[src/rtl/mips_pkg.sv]
// Shared encodings for the multicycle MIPS control path: state codes, opcodes,
// ALU/mux select values and the bundled control-word type.
package mips_pkg;

   typedef enum logic [3:0] {
      S_FETCH     = 4'd0,
      S_DECODE    = 4'd1,
      S_MEM_ADDR  = 4'd2,
      S_MEM_READ  = 4'd3,
      S_MEM_WB    = 4'd4,
      S_MEM_WRITE = 4'd5,
      S_EXECUTE   = 4'd6,
      S_ALU_WB    = 4'd7,
      S_BRANCH    = 4'd8,
      S_ADDI_EX   = 4'd9,
      S_ADDI_WB   = 4'd10,
      S_JUMP      = 4'd11,
      S_HALT      = 4'd12
   } state_e;

   localparam logic [5:0] OP_RTYPE = 6'd0;
   localparam logic [5:0] OP_LW    = 6'd35;
   localparam logic [5:0] OP_SW    = 6'd43;
   localparam logic [5:0] OP_BEQ   = 6'd4;
   localparam logic [5:0] OP_ADDI  = 6'd8;
   localparam logic [5:0] OP_J     = 6'd2;

   localparam logic [1:0] ALUOP_ADD   = 2'b00;
   localparam logic [1:0] ALUOP_SUB   = 2'b01;
   localparam logic [1:0] ALUOP_FUNCT = 2'b10;

   localparam logic [1:0] ALUB_REG_B   = 2'b00;
   localparam logic [1:0] ALUB_FOUR    = 2'b01;
   localparam logic [1:0] ALUB_IMM     = 2'b10;
   localparam logic [1:0] ALUB_IMM_SH2 = 2'b11;

   localparam logic [1:0] PCSRC_ALU    = 2'b00;
   localparam logic [1:0] PCSRC_ALUOUT = 2'b01;
   localparam logic [1:0] PCSRC_JUMP   = 2'b10;

   typedef struct packed {
      logic       pc_en;
      logic       i_or_d;
      logic       mem_read;
      logic       mem_write;
      logic       ir_write;
      logic       mem_to_reg;
      logic       reg_dst;
      logic       reg_write;
      logic       alu_src_a;
      logic [1:0] alu_src_b;
      logic [1:0] alu_op;
      logic [1:0] pc_source;
      logic       illegal;
      logic       halted;
   } ctrl_t;

   function automatic logic is_known_op(input logic [5:0] op);
      return (op == OP_RTYPE) || (op == OP_LW) || (op == OP_SW) ||
             (op == OP_BEQ)   || (op == OP_ADDI) || (op == OP_J);
   endfunction

endpackage

[src/rtl/mips_multicycle_control_if.sv]
// Control-to-datapath bundle: instruction/status inputs to the control FSM and
// every enable and mux select it drives back into the datapath.
interface mips_multicycle_control_if;

   logic [5:0] opcode;
   logic       zero;
   logic       mem_ready;

   logic       pc_en;
   logic       i_or_d;
   logic       mem_read;
   logic       mem_write;
   logic       ir_write;
   logic       mem_to_reg;
   logic       reg_dst;
   logic       reg_write;
   logic       alu_src_a;
   logic [1:0] alu_src_b;
   logic [1:0] alu_op;
   logic [1:0] pc_source;
   logic       illegal;
   logic       halted;
   logic [3:0] state;

   modport master (
      input  opcode, zero, mem_ready,
      output pc_en, i_or_d, mem_read, mem_write, ir_write, mem_to_reg,
             reg_dst, reg_write, alu_src_a, alu_src_b, alu_op, pc_source,
             illegal, halted, state
   );

   modport slave (
      output opcode, zero, mem_ready,
      input  pc_en, i_or_d, mem_read, mem_write, ir_write, mem_to_reg,
             reg_dst, reg_write, alu_src_a, alu_src_b, alu_op, pc_source,
             illegal, halted, state
   );

endinterface

[src/rtl/mips_control_decode.sv]
// Purely combinational state-to-control-word decoder; only the memory-ready
// enables, the branch PC enable and the illegal flag look at live inputs.
module mips_control_decode
   import mips_pkg::*;
(
   input  logic [3:0] state,
   input  logic [5:0] opcode,
   input  logic       zero,
   input  logic       mem_ready,
   output ctrl_t      ctrl
);

   always_comb begin
      // NOTE: default the whole word first so no path through the case leaves a field unassigned (no latches).
      ctrl = '0;
      case (state)
         S_FETCH: begin
            ctrl.mem_read  = 1'b1;
            ctrl.alu_src_b = ALUB_FOUR;
            ctrl.alu_op    = ALUOP_ADD;
            ctrl.pc_source = PCSRC_ALU;
            // PC and IR load only on the cycle the fetch actually completes.
            ctrl.ir_write  = mem_ready;
            ctrl.pc_en     = mem_ready;
         end
         S_DECODE: begin
            ctrl.alu_src_b = ALUB_IMM_SH2;
            ctrl.alu_op    = ALUOP_ADD;
            ctrl.illegal   = !is_known_op(opcode);
         end
         S_MEM_ADDR, S_ADDI_EX: begin
            ctrl.alu_src_a = 1'b1;
            ctrl.alu_src_b = ALUB_IMM;
            ctrl.alu_op    = ALUOP_ADD;
         end
         S_MEM_READ: begin
            ctrl.mem_read = 1'b1;
            ctrl.i_or_d   = 1'b1;
         end
         S_MEM_WB: begin
            ctrl.reg_write  = 1'b1;
            ctrl.mem_to_reg = 1'b1;
         end
         S_MEM_WRITE: begin
            ctrl.mem_write = 1'b1;
            ctrl.i_or_d    = 1'b1;
         end
         S_EXECUTE: begin
            ctrl.alu_src_a = 1'b1;
            ctrl.alu_src_b = ALUB_REG_B;
            ctrl.alu_op    = ALUOP_FUNCT;
         end
         S_ALU_WB: begin
            ctrl.reg_write = 1'b1;
            ctrl.reg_dst   = 1'b1;
         end
         S_BRANCH: begin
            ctrl.alu_src_a = 1'b1;
            ctrl.alu_src_b = ALUB_REG_B;
            ctrl.alu_op    = ALUOP_SUB;
            ctrl.pc_source = PCSRC_ALUOUT;
            ctrl.pc_en     = zero;
         end
         S_ADDI_WB: begin
            ctrl.reg_write = 1'b1;
         end
         S_JUMP: begin
            ctrl.pc_source = PCSRC_JUMP;
            ctrl.pc_en     = 1'b1;
         end
         S_HALT: begin
            ctrl.halted = 1'b1;
         end
         default: ctrl = '0;
      endcase
   end

endmodule

[src/rtl/mips_multicycle_control.sv]
// Multicycle MIPS main control: state register plus next-state logic, with the
// control word decoded from the current state and forced to zero during reset.
module mips_multicycle_control
   import mips_pkg::*;
#(
   parameter bit TRAP_ON_ILLEGAL = 1'b1
) (
   input  logic                              clk,
   input  logic                              reset_n,
   mips_multicycle_control_if.master         bus
);

   state_e state_q;
   state_e state_d;
   ctrl_t  ctrl_raw;
   ctrl_t  ctrl_out;

   always_comb begin
      state_d = S_FETCH;
      case (state_q)
         S_FETCH:     state_d = bus.mem_ready ? S_DECODE : S_FETCH;
         S_DECODE: begin
            case (bus.opcode)
               OP_RTYPE:     state_d = S_EXECUTE;
               OP_LW, OP_SW: state_d = S_MEM_ADDR;
               OP_BEQ:       state_d = S_BRANCH;
               OP_ADDI:      state_d = S_ADDI_EX;
               OP_J:         state_d = S_JUMP;
               default:      state_d = TRAP_ON_ILLEGAL ? S_HALT : S_FETCH;
            endcase
         end
         S_MEM_ADDR:  state_d = (bus.opcode == OP_LW) ? S_MEM_READ : S_MEM_WRITE;
         S_MEM_READ:  state_d = bus.mem_ready ? S_MEM_WB : S_MEM_READ;
         S_MEM_WB:    state_d = S_FETCH;
         S_MEM_WRITE: state_d = bus.mem_ready ? S_FETCH : S_MEM_WRITE;
         S_EXECUTE:   state_d = S_ALU_WB;
         S_ALU_WB:    state_d = S_FETCH;
         S_BRANCH:    state_d = S_FETCH;
         S_ADDI_EX:   state_d = S_ADDI_WB;
         S_ADDI_WB:   state_d = S_FETCH;
         S_JUMP:      state_d = S_FETCH;
         S_HALT:      state_d = S_HALT;
         default:     state_d = S_FETCH;
      endcase
   end

   always_ff @(posedge clk or negedge reset_n) begin
      // NOTE: non-blocking assignment for state so every flop samples pre-edge values.
      if (!reset_n) state_q <= S_FETCH;
      else          state_q <= state_d;
   end

   mips_control_decode u_decode (
      .state     (state_q),
      .opcode    (bus.opcode),
      .zero      (bus.zero),
      .mem_ready (bus.mem_ready),
      .ctrl      (ctrl_raw)
   );

   // Reset gates the word combinationally so no write escapes while reset_n is low.
   assign ctrl_out = reset_n ? ctrl_raw : '0;

   assign bus.pc_en      = ctrl_out.pc_en;
   assign bus.i_or_d     = ctrl_out.i_or_d;
   assign bus.mem_read   = ctrl_out.mem_read;
   assign bus.mem_write  = ctrl_out.mem_write;
   assign bus.ir_write   = ctrl_out.ir_write;
   assign bus.mem_to_reg = ctrl_out.mem_to_reg;
   assign bus.reg_dst    = ctrl_out.reg_dst;
   assign bus.reg_write  = ctrl_out.reg_write;
   assign bus.alu_src_a  = ctrl_out.alu_src_a;
   assign bus.alu_src_b  = ctrl_out.alu_src_b;
   assign bus.alu_op     = ctrl_out.alu_op;
   assign bus.pc_source  = ctrl_out.pc_source;
   assign bus.illegal    = ctrl_out.illegal;
   assign bus.halted     = ctrl_out.halted;
   assign bus.state      = reset_n ? state_q : 4'd0;

endmodule
[src/flat_wrapper.sv]
// flat-port wrapper written by rule: the top's interface ports become plain ports
module mips_multicycle_control_flat import mips_pkg::*;
#(
   parameter bit TRAP_ON_ILLEGAL = 1'b1
)
  (clk, reset_n, bus_opcode, bus_zero, bus_mem_ready, bus_pc_en, bus_i_or_d, bus_mem_read, bus_mem_write, bus_ir_write, bus_mem_to_reg, bus_reg_dst, bus_reg_write, bus_alu_src_a, bus_alu_src_b, bus_alu_op, bus_pc_source, bus_illegal, bus_halted, bus_state);
  mips_multicycle_control_if bus_i ();
  input  logic clk;
  input  logic reset_n;
  input wire logic [$bits(bus_i.opcode)-1:0] bus_opcode;
  input wire logic [$bits(bus_i.zero)-1:0] bus_zero;
  input wire logic [$bits(bus_i.mem_ready)-1:0] bus_mem_ready;
  output wire logic [$bits(bus_i.pc_en)-1:0] bus_pc_en;
  output wire logic [$bits(bus_i.i_or_d)-1:0] bus_i_or_d;
  output wire logic [$bits(bus_i.mem_read)-1:0] bus_mem_read;
  output wire logic [$bits(bus_i.mem_write)-1:0] bus_mem_write;
  output wire logic [$bits(bus_i.ir_write)-1:0] bus_ir_write;
  output wire logic [$bits(bus_i.mem_to_reg)-1:0] bus_mem_to_reg;
  output wire logic [$bits(bus_i.reg_dst)-1:0] bus_reg_dst;
  output wire logic [$bits(bus_i.reg_write)-1:0] bus_reg_write;
  output wire logic [$bits(bus_i.alu_src_a)-1:0] bus_alu_src_a;
  output wire logic [$bits(bus_i.alu_src_b)-1:0] bus_alu_src_b;
  output wire logic [$bits(bus_i.alu_op)-1:0] bus_alu_op;
  output wire logic [$bits(bus_i.pc_source)-1:0] bus_pc_source;
  output wire logic [$bits(bus_i.illegal)-1:0] bus_illegal;
  output wire logic [$bits(bus_i.halted)-1:0] bus_halted;
  output wire logic [$bits(bus_i.state)-1:0] bus_state;
  assign bus_i.opcode = bus_opcode;
  assign bus_i.zero = bus_zero;
  assign bus_i.mem_ready = bus_mem_ready;
  assign bus_pc_en = bus_i.pc_en;
  assign bus_i_or_d = bus_i.i_or_d;
  assign bus_mem_read = bus_i.mem_read;
  assign bus_mem_write = bus_i.mem_write;
  assign bus_ir_write = bus_i.ir_write;
  assign bus_mem_to_reg = bus_i.mem_to_reg;
  assign bus_reg_dst = bus_i.reg_dst;
  assign bus_reg_write = bus_i.reg_write;
  assign bus_alu_src_a = bus_i.alu_src_a;
  assign bus_alu_src_b = bus_i.alu_src_b;
  assign bus_alu_op = bus_i.alu_op;
  assign bus_pc_source = bus_i.pc_source;
  assign bus_illegal = bus_i.illegal;
  assign bus_halted = bus_i.halted;
  assign bus_state = bus_i.state;
  mips_multicycle_control #(.TRAP_ON_ILLEGAL(TRAP_ON_ILLEGAL)) u_core (.clk(clk), .reset_n(reset_n), .bus(bus_i));
endmodule
[config.mk]
export PLATFORM = sky130hd
export DESIGN_NAME = mips_multicycle_control_flat
export DESIGN_NICKNAME = d
export VERILOG_FILES = /design/src/rtl/mips_pkg.sv /design/src/rtl/mips_multicycle_control_if.sv /design/src/rtl/mips_control_decode.sv /design/src/rtl/mips_multicycle_control.sv /design/src/flat_wrapper.sv
export SDC_FILE = /design/constraint.sdc
export NUM_CORES = 1
export LEC_CHECK = 0
export ABC_AREA = 1
export BUFFER_PORTS_ARGS = -buffer_cell sky130_fd_sc_hd__buf_2
export CAP_MARGIN = 20
export CORE_AREA = 3 3 50 52
export DETAILED_ROUTE_END_ITERATION = 10
export DIE_AREA = 0 0 53 55
export GPL_ROUTABILITY_DRIVEN = 0
export GPL_TIMING_DRIVEN = 0
export PLACE_DENSITY = 0.62
export SETUP_SLACK_MARGIN = 0.4
export SYNTH_ARGS = -nofsm -noshare
export SYNTH_HDL_FRONTEND = slang
export SYNTH_SLANG_ARGS = --single-unit
[constraint.sdc]
create_clock -name clk -period 1.1 [get_ports clk]
set_input_delay 0 -clock clk [delete_from_list [all_inputs] [get_ports clk]]
set_output_delay 0 -clock clk [all_outputs]
set_load 0.1 [all_outputs]
After elaboration in Yosys (flattened, before gate mapping)
Index checks and enable logic that the tools add are counted.
{"block": "word_totals", "output_inout_bits": 21, "ff_bits": 4}
{"block": "classes", "mux": 21, "n_reduce_logical": 14, "n_eq_ne": 17}
{"op": "case mux 4 bit (5 select lines)", "count": 2}
{"op": "case mux 4 bit (8 select lines)", "count": 1}
{"op": "equality test 4 bit (second input constant)", "count": 5}
{"op": "two-way mux 17 bit", "count": 1}
{"op": "equality test 4 x 3 -> 1 bit (second input constant)", "count": 4}
{"op": "equality test 6 bit (second input constant)", "count": 2}
{"op": "two-way mux 1 bit", "count": 11}
{"op": "two-way mux 3 bit", "count": 3}
{"op": "equality test 4 x 2 -> 1 bit (second input constant)", "count": 2}
{"op": "OR reduction 2 bit", "count": 4}
{"op": "equality test 6 x 2 -> 1 bit (second input constant)", "count": 1}
{"op": "equality test 6 x 3 -> 1 bit (second input constant)", "count": 1}
{"op": "equality test 6 x 4 -> 1 bit (second input constant)", "count": 1}
{"op": "zero test 6 bit", "count": 1}
{"op": "logical OR 1 bit", "count": 5}
{"op": "equality test 4 x 1 -> 1 bit (second input constant)", "count": 1}
{"op": "zero test 4 bit", "count": 1}
{"op": "two-way mux 4 bit", "count": 1}
{"op": "case mux 2 bit (2 select lines)", "count": 1}
{"op": "OR reduction 4 bit", "count": 1}
{"op": "case mux 1 bit (3 select lines)", "count": 1}
{"op": "OR reduction 3 bit", "count": 1}
{"op": "zero test 1 bit", "count": 1}

Longest topological paths before layout
{"block": "logic_depth", "word_depth": 9, "depth_mapped": 7, "ltp_nobuf": 7}

By module
A second synthesis with hierarchy kept.
{"block": "unflattened", "hier_cells": 159, "area_unflattened_um2": 799.5}
{"mod": "mips_multicycle_control", "instances": 1, "area_per_inst_um2": 568.0, "cells_per_inst": 111}
{"mod": "mips_control_decode", "instances": 1, "area_per_inst_um2": 231.5, "cells_per_inst": 48}

Least setup slack after synthesis
Ideal clock, no wire load.
{"block": "synth_timing", "kind": "reg-to-output", "from": "reg u_core.state_q[3]", "to": "out bus_mem_read", "path_stages_with_launch": 4, "arrival_time_ns": 2.932, "setup_slack_ns": -1.832, "cell_sequence": "dfrtp_1 > nor2_2 > inv_2 > a211oi_1"}
{"block": "synth_between", "elab_chain_len": 4, "word_cells_on_any_way": 5}
{"element": "from (decl)", "line": "mips_multicycle_control.sv:13", "source": "state_e state_q;"}
{"element": "from (signal assigned)", "line": "mips_multicycle_control.sv:50", "source": "else state_q <= state_d;"}
{"element": "equality test 4 x 2 -> 1 bit or zero test 4 bit (tied branches)", "line": "mips_control_decode.sv:16", "source": "case (state)"}
{"element": "OR reduction 2 bit (no source line) (*)"}
{"element": "two-way mux 1 bit (*)", "line": "mips_control_decode.sv:16"}
{"element": "two-way mux 17 bit (*)", "line": "mips_multicycle_control.sv:62", "source": "assign ctrl_out = reset_n ? ctrl_raw : '0;"}
{"element": "to (decl)", "line": "flat_wrapper.sv:15", "source": "output wire logic [$bits(bus_i.mem_read)-1:0] bus_mem_read;"}
Mark *: on every way between the ends. The rest lies on a longest branch, timed or not.

Worst setup path after layout
{"block": "layout_timing", "from": "reg u_core.state_q[0]", "to": "out bus_pc_en"}
{"block": "layout_between", "elab_chain_len": 3, "word_cells_on_any_way": 5}
{"element": "equality test 4 bit or zero test 4 bit (tied branches)", "line": "mips_control_decode.sv:16"}
{"element": "case mux 1 bit (3 select lines) (*)", "line": "mips_control_decode.sv:16"}
{"element": "two-way mux 17 bit (*)", "line": "mips_multicycle_control.sv:62"}
{"element": "to (decl)", "line": "flat_wrapper.sv:13", "source": "output wire logic [$bits(bus_i.pc_en)-1:0] bus_pc_en;"}
Marks and branches as above.

==> out/metrics.cfg <==
[status]
outcome=finished, violations left
violations=setup timing

[placed_design]
placed_cell_area_um2=963.4
hpwl_mm=1.518
portBuffers=30

[clock_tree]
cts_tree=yes
clock_path_buffers=2
clkLatencyLatePin_ns=0.24
cts_root_buf=clkbuf_4
cts.sinks=4
numCtsBuffers=3
h-tree-depth=1
clk_pin_slew_ns=0.04

[yosys]
synth_area_leaders=dfrtp_1, nand2_1, nor2_1, nand3_1, inv_1
syn_area_per_cell_um2=5.298
synthCells=111
synth-seq-area-share_pct=17.02
syn_area_um2=588.1
synth_nets=121
yosysTopAreaCell=dfrtp_1
synth_edf_count=0
yosysWarnings=0
synth_common_cells=nand2_1, nor2_1, inv_1, nand3_1
synth.distinct_cells=18
synth_top_area_share_pct=17.02
synth-main-ff-cell=dfrtp_1
ys_seq_elements=4
synthArstFlopShare_pct=100.0

[route]
drc_errors=0
vias=1019
routed_wl_mm=3.400
wl_per_cell_um=17.17
first_pass_iters=4
ant_nets=0
routed_via_density=5.146
drt-initial-drc-count=12

[setup_path]
startpoint_type=flop
cp_slowest_cell=dfrtp_2
crit_cells=6
required_ns=1.10
crit_path_cell_trace=nor2_4 -> nand3_4 -> nor2_4 -> nor2_2 -> nand2_4 -> buf_12
cp_top_family=simple AND/OR/NAND/NOR gates
critPathBufInv=1
r2r_cells=7
worstPathArrival_ns=1.61
cp_max_fo=6
slowest_delay_ns=0.48
timing.critical_path.mode_cell=nor2_4
crit_type=flop to output pin
cp-end-kind=output pin

[global_route]
use_met1_pct=23.63
grt_pass1_vias=970
grt_start_max_net_pins=11
grt_usage_pct=22.13
busiest_layer=met2
antenna_found_initial=0
grt_pass1_wl_mm=4.643
use_met2_pct=40.91
grt_util_met3_pct=3.753
grt_overflow=0

[timing]
hold_viol=0
finalCritPeriodShare_pct=146.4
fin_ws_ns=-0.5101
max_freq_mhz=621.1
slew-limit-headroom_pct=65.04
tns_ns=-8.389
slew_viol_final=0
whs_ns=0.1523
setup_viol_count_final=24
min_period_ns=1.610
fin_skew_ns=0.004797
rsz0062_at_grt=true
worst_pin_slew_ns=0.5244

[power_and_ir_drop]
peakVddDrop_uv=1621
power_leakage_nw=0.7512
power.total_mw=4.318
power.density_mw_per_mm2=2596

[final_layout]
fillerInstances=135
reg.largest.list=u_core.state_q (4)
antenna_cells=0
area_growth_syn_to_layout_pct=182.8
fin_area_mm2=0.001663
final_layout_size_suffix_gt1_share_pct=71.18
largest_register_ffs=4
regMostFlops=u_core.state_q
nets=182

[floorplan]
fp.coreArea_mm2=0.002148
fp-row-count=17
die_x_um=53
design.die.area_mm2=0.002915
dieHeight_um=55
initial_core_util_pct=27.37
ioPinCount=31

[hold_path]
hp-class=primary input to flop
holdPathStages=4

[job]
drv_cap=0

==> worst min-delay path: stages <==
cell,delay (ns)
buf_2,0.09
nor2_1,0.07
nand4_1,0.09
nand3_1,0.09
==> worst paths after layout <==
path | startpoint | end | slack [ns]
min in group asynchronous | reset_n | u_core.state_q[0]$_DFF_PN0_ | 0.35
worst max register to register | u_core.state_q[1]$_DFF_PN0_ | u_core.state_q[0]$_DFF_PN0_ | -0.29
worst min register to register | u_core.state_q[1]$_DFF_PN0_ | u_core.state_q[0]$_DFF_PN0_ | 0.83
max in group asynchronous | reset_n | u_core.state_q[3]$_DFF_PN0_ | 0.54
worst max-delay path | u_core.state_q[0]$_DFF_PN0_ | bus_pc_en | -0.51
worst min-delay path | bus_opcode[4] | u_core.state_q[1]$_DFF_PN0_ | 0.15
==> power breakdown <==
group / total (mW) / internal (mW) / switching [mW]
Clock: 0.188 / 0.122 / 0.0658
Combinational: 3.76 / 1.46 / 2.31
Sequential: 0.365 / 0.212 / 0.152
Total: 4.32 / 1.79 / 2.53
==> cell families after synthesis <==
kind of cell,synth area share [%]
flip-flops,17.02
buffers and inverters,14.26
AND/OR/NAND/NOR,63.62
AO/OA/AOI/OAI,5.105
==> area by class of cell <==
type | instances | area, um^2 | area share [%]
tap | 28 | 35.03 | 2.107
sequential | 4 | 105.1 | 6.321
inverter | 21 | 98.84 | 5.944
multi-input combinational | 85 | 693.2 | 41.69
buffer | 1 | 5.005 | 0.3010
timing repair buffer | 56 | 703.2 | 42.29
clock buffer | 3 | 22.52 | 1.354
==> cell usage in the layout, fill, tap and decap left out, types with 8 or more instances in the layout <==
cell type and instances:
buf_12 20, buf_2 10, buf_4 13, buf_6 12
inv_2 8, nand2_1 12, nand2_4 8, nand3_1 12
nor2_1 12, nor2_4 16
==> per-layer routing <==
metal | vias up | routed length [um]
li1 | 465 | -
met1 | 481 | 1177
met2 | 54 | 1810
met3 | 19 | 183
met4 | 0 | 229
met5 | - | 0
==> timing repair <==
item | in CTS | in global routing
resized for setup | 108 | 22
setup buffers | 14 | 11
hold buffers | 1 | 0
hold endpoints to repair | 4 | 0
pin swaps | 12 | 11
setup endpoints to repair | 25 | 25
==> through the flow <==
step	cells	utilization (%)	worst slack, ns
floorplan	111	-	-0.6665
global placement	169	44.85	-0.4720
detailed placement	169	44.85	-0.4730
CTS	187	69.60	-0.3861
global route	198	77.40	-0.5676
finish	198	77.40	-0.5101
Note: power is estimated with default switching activity, not from simulation.
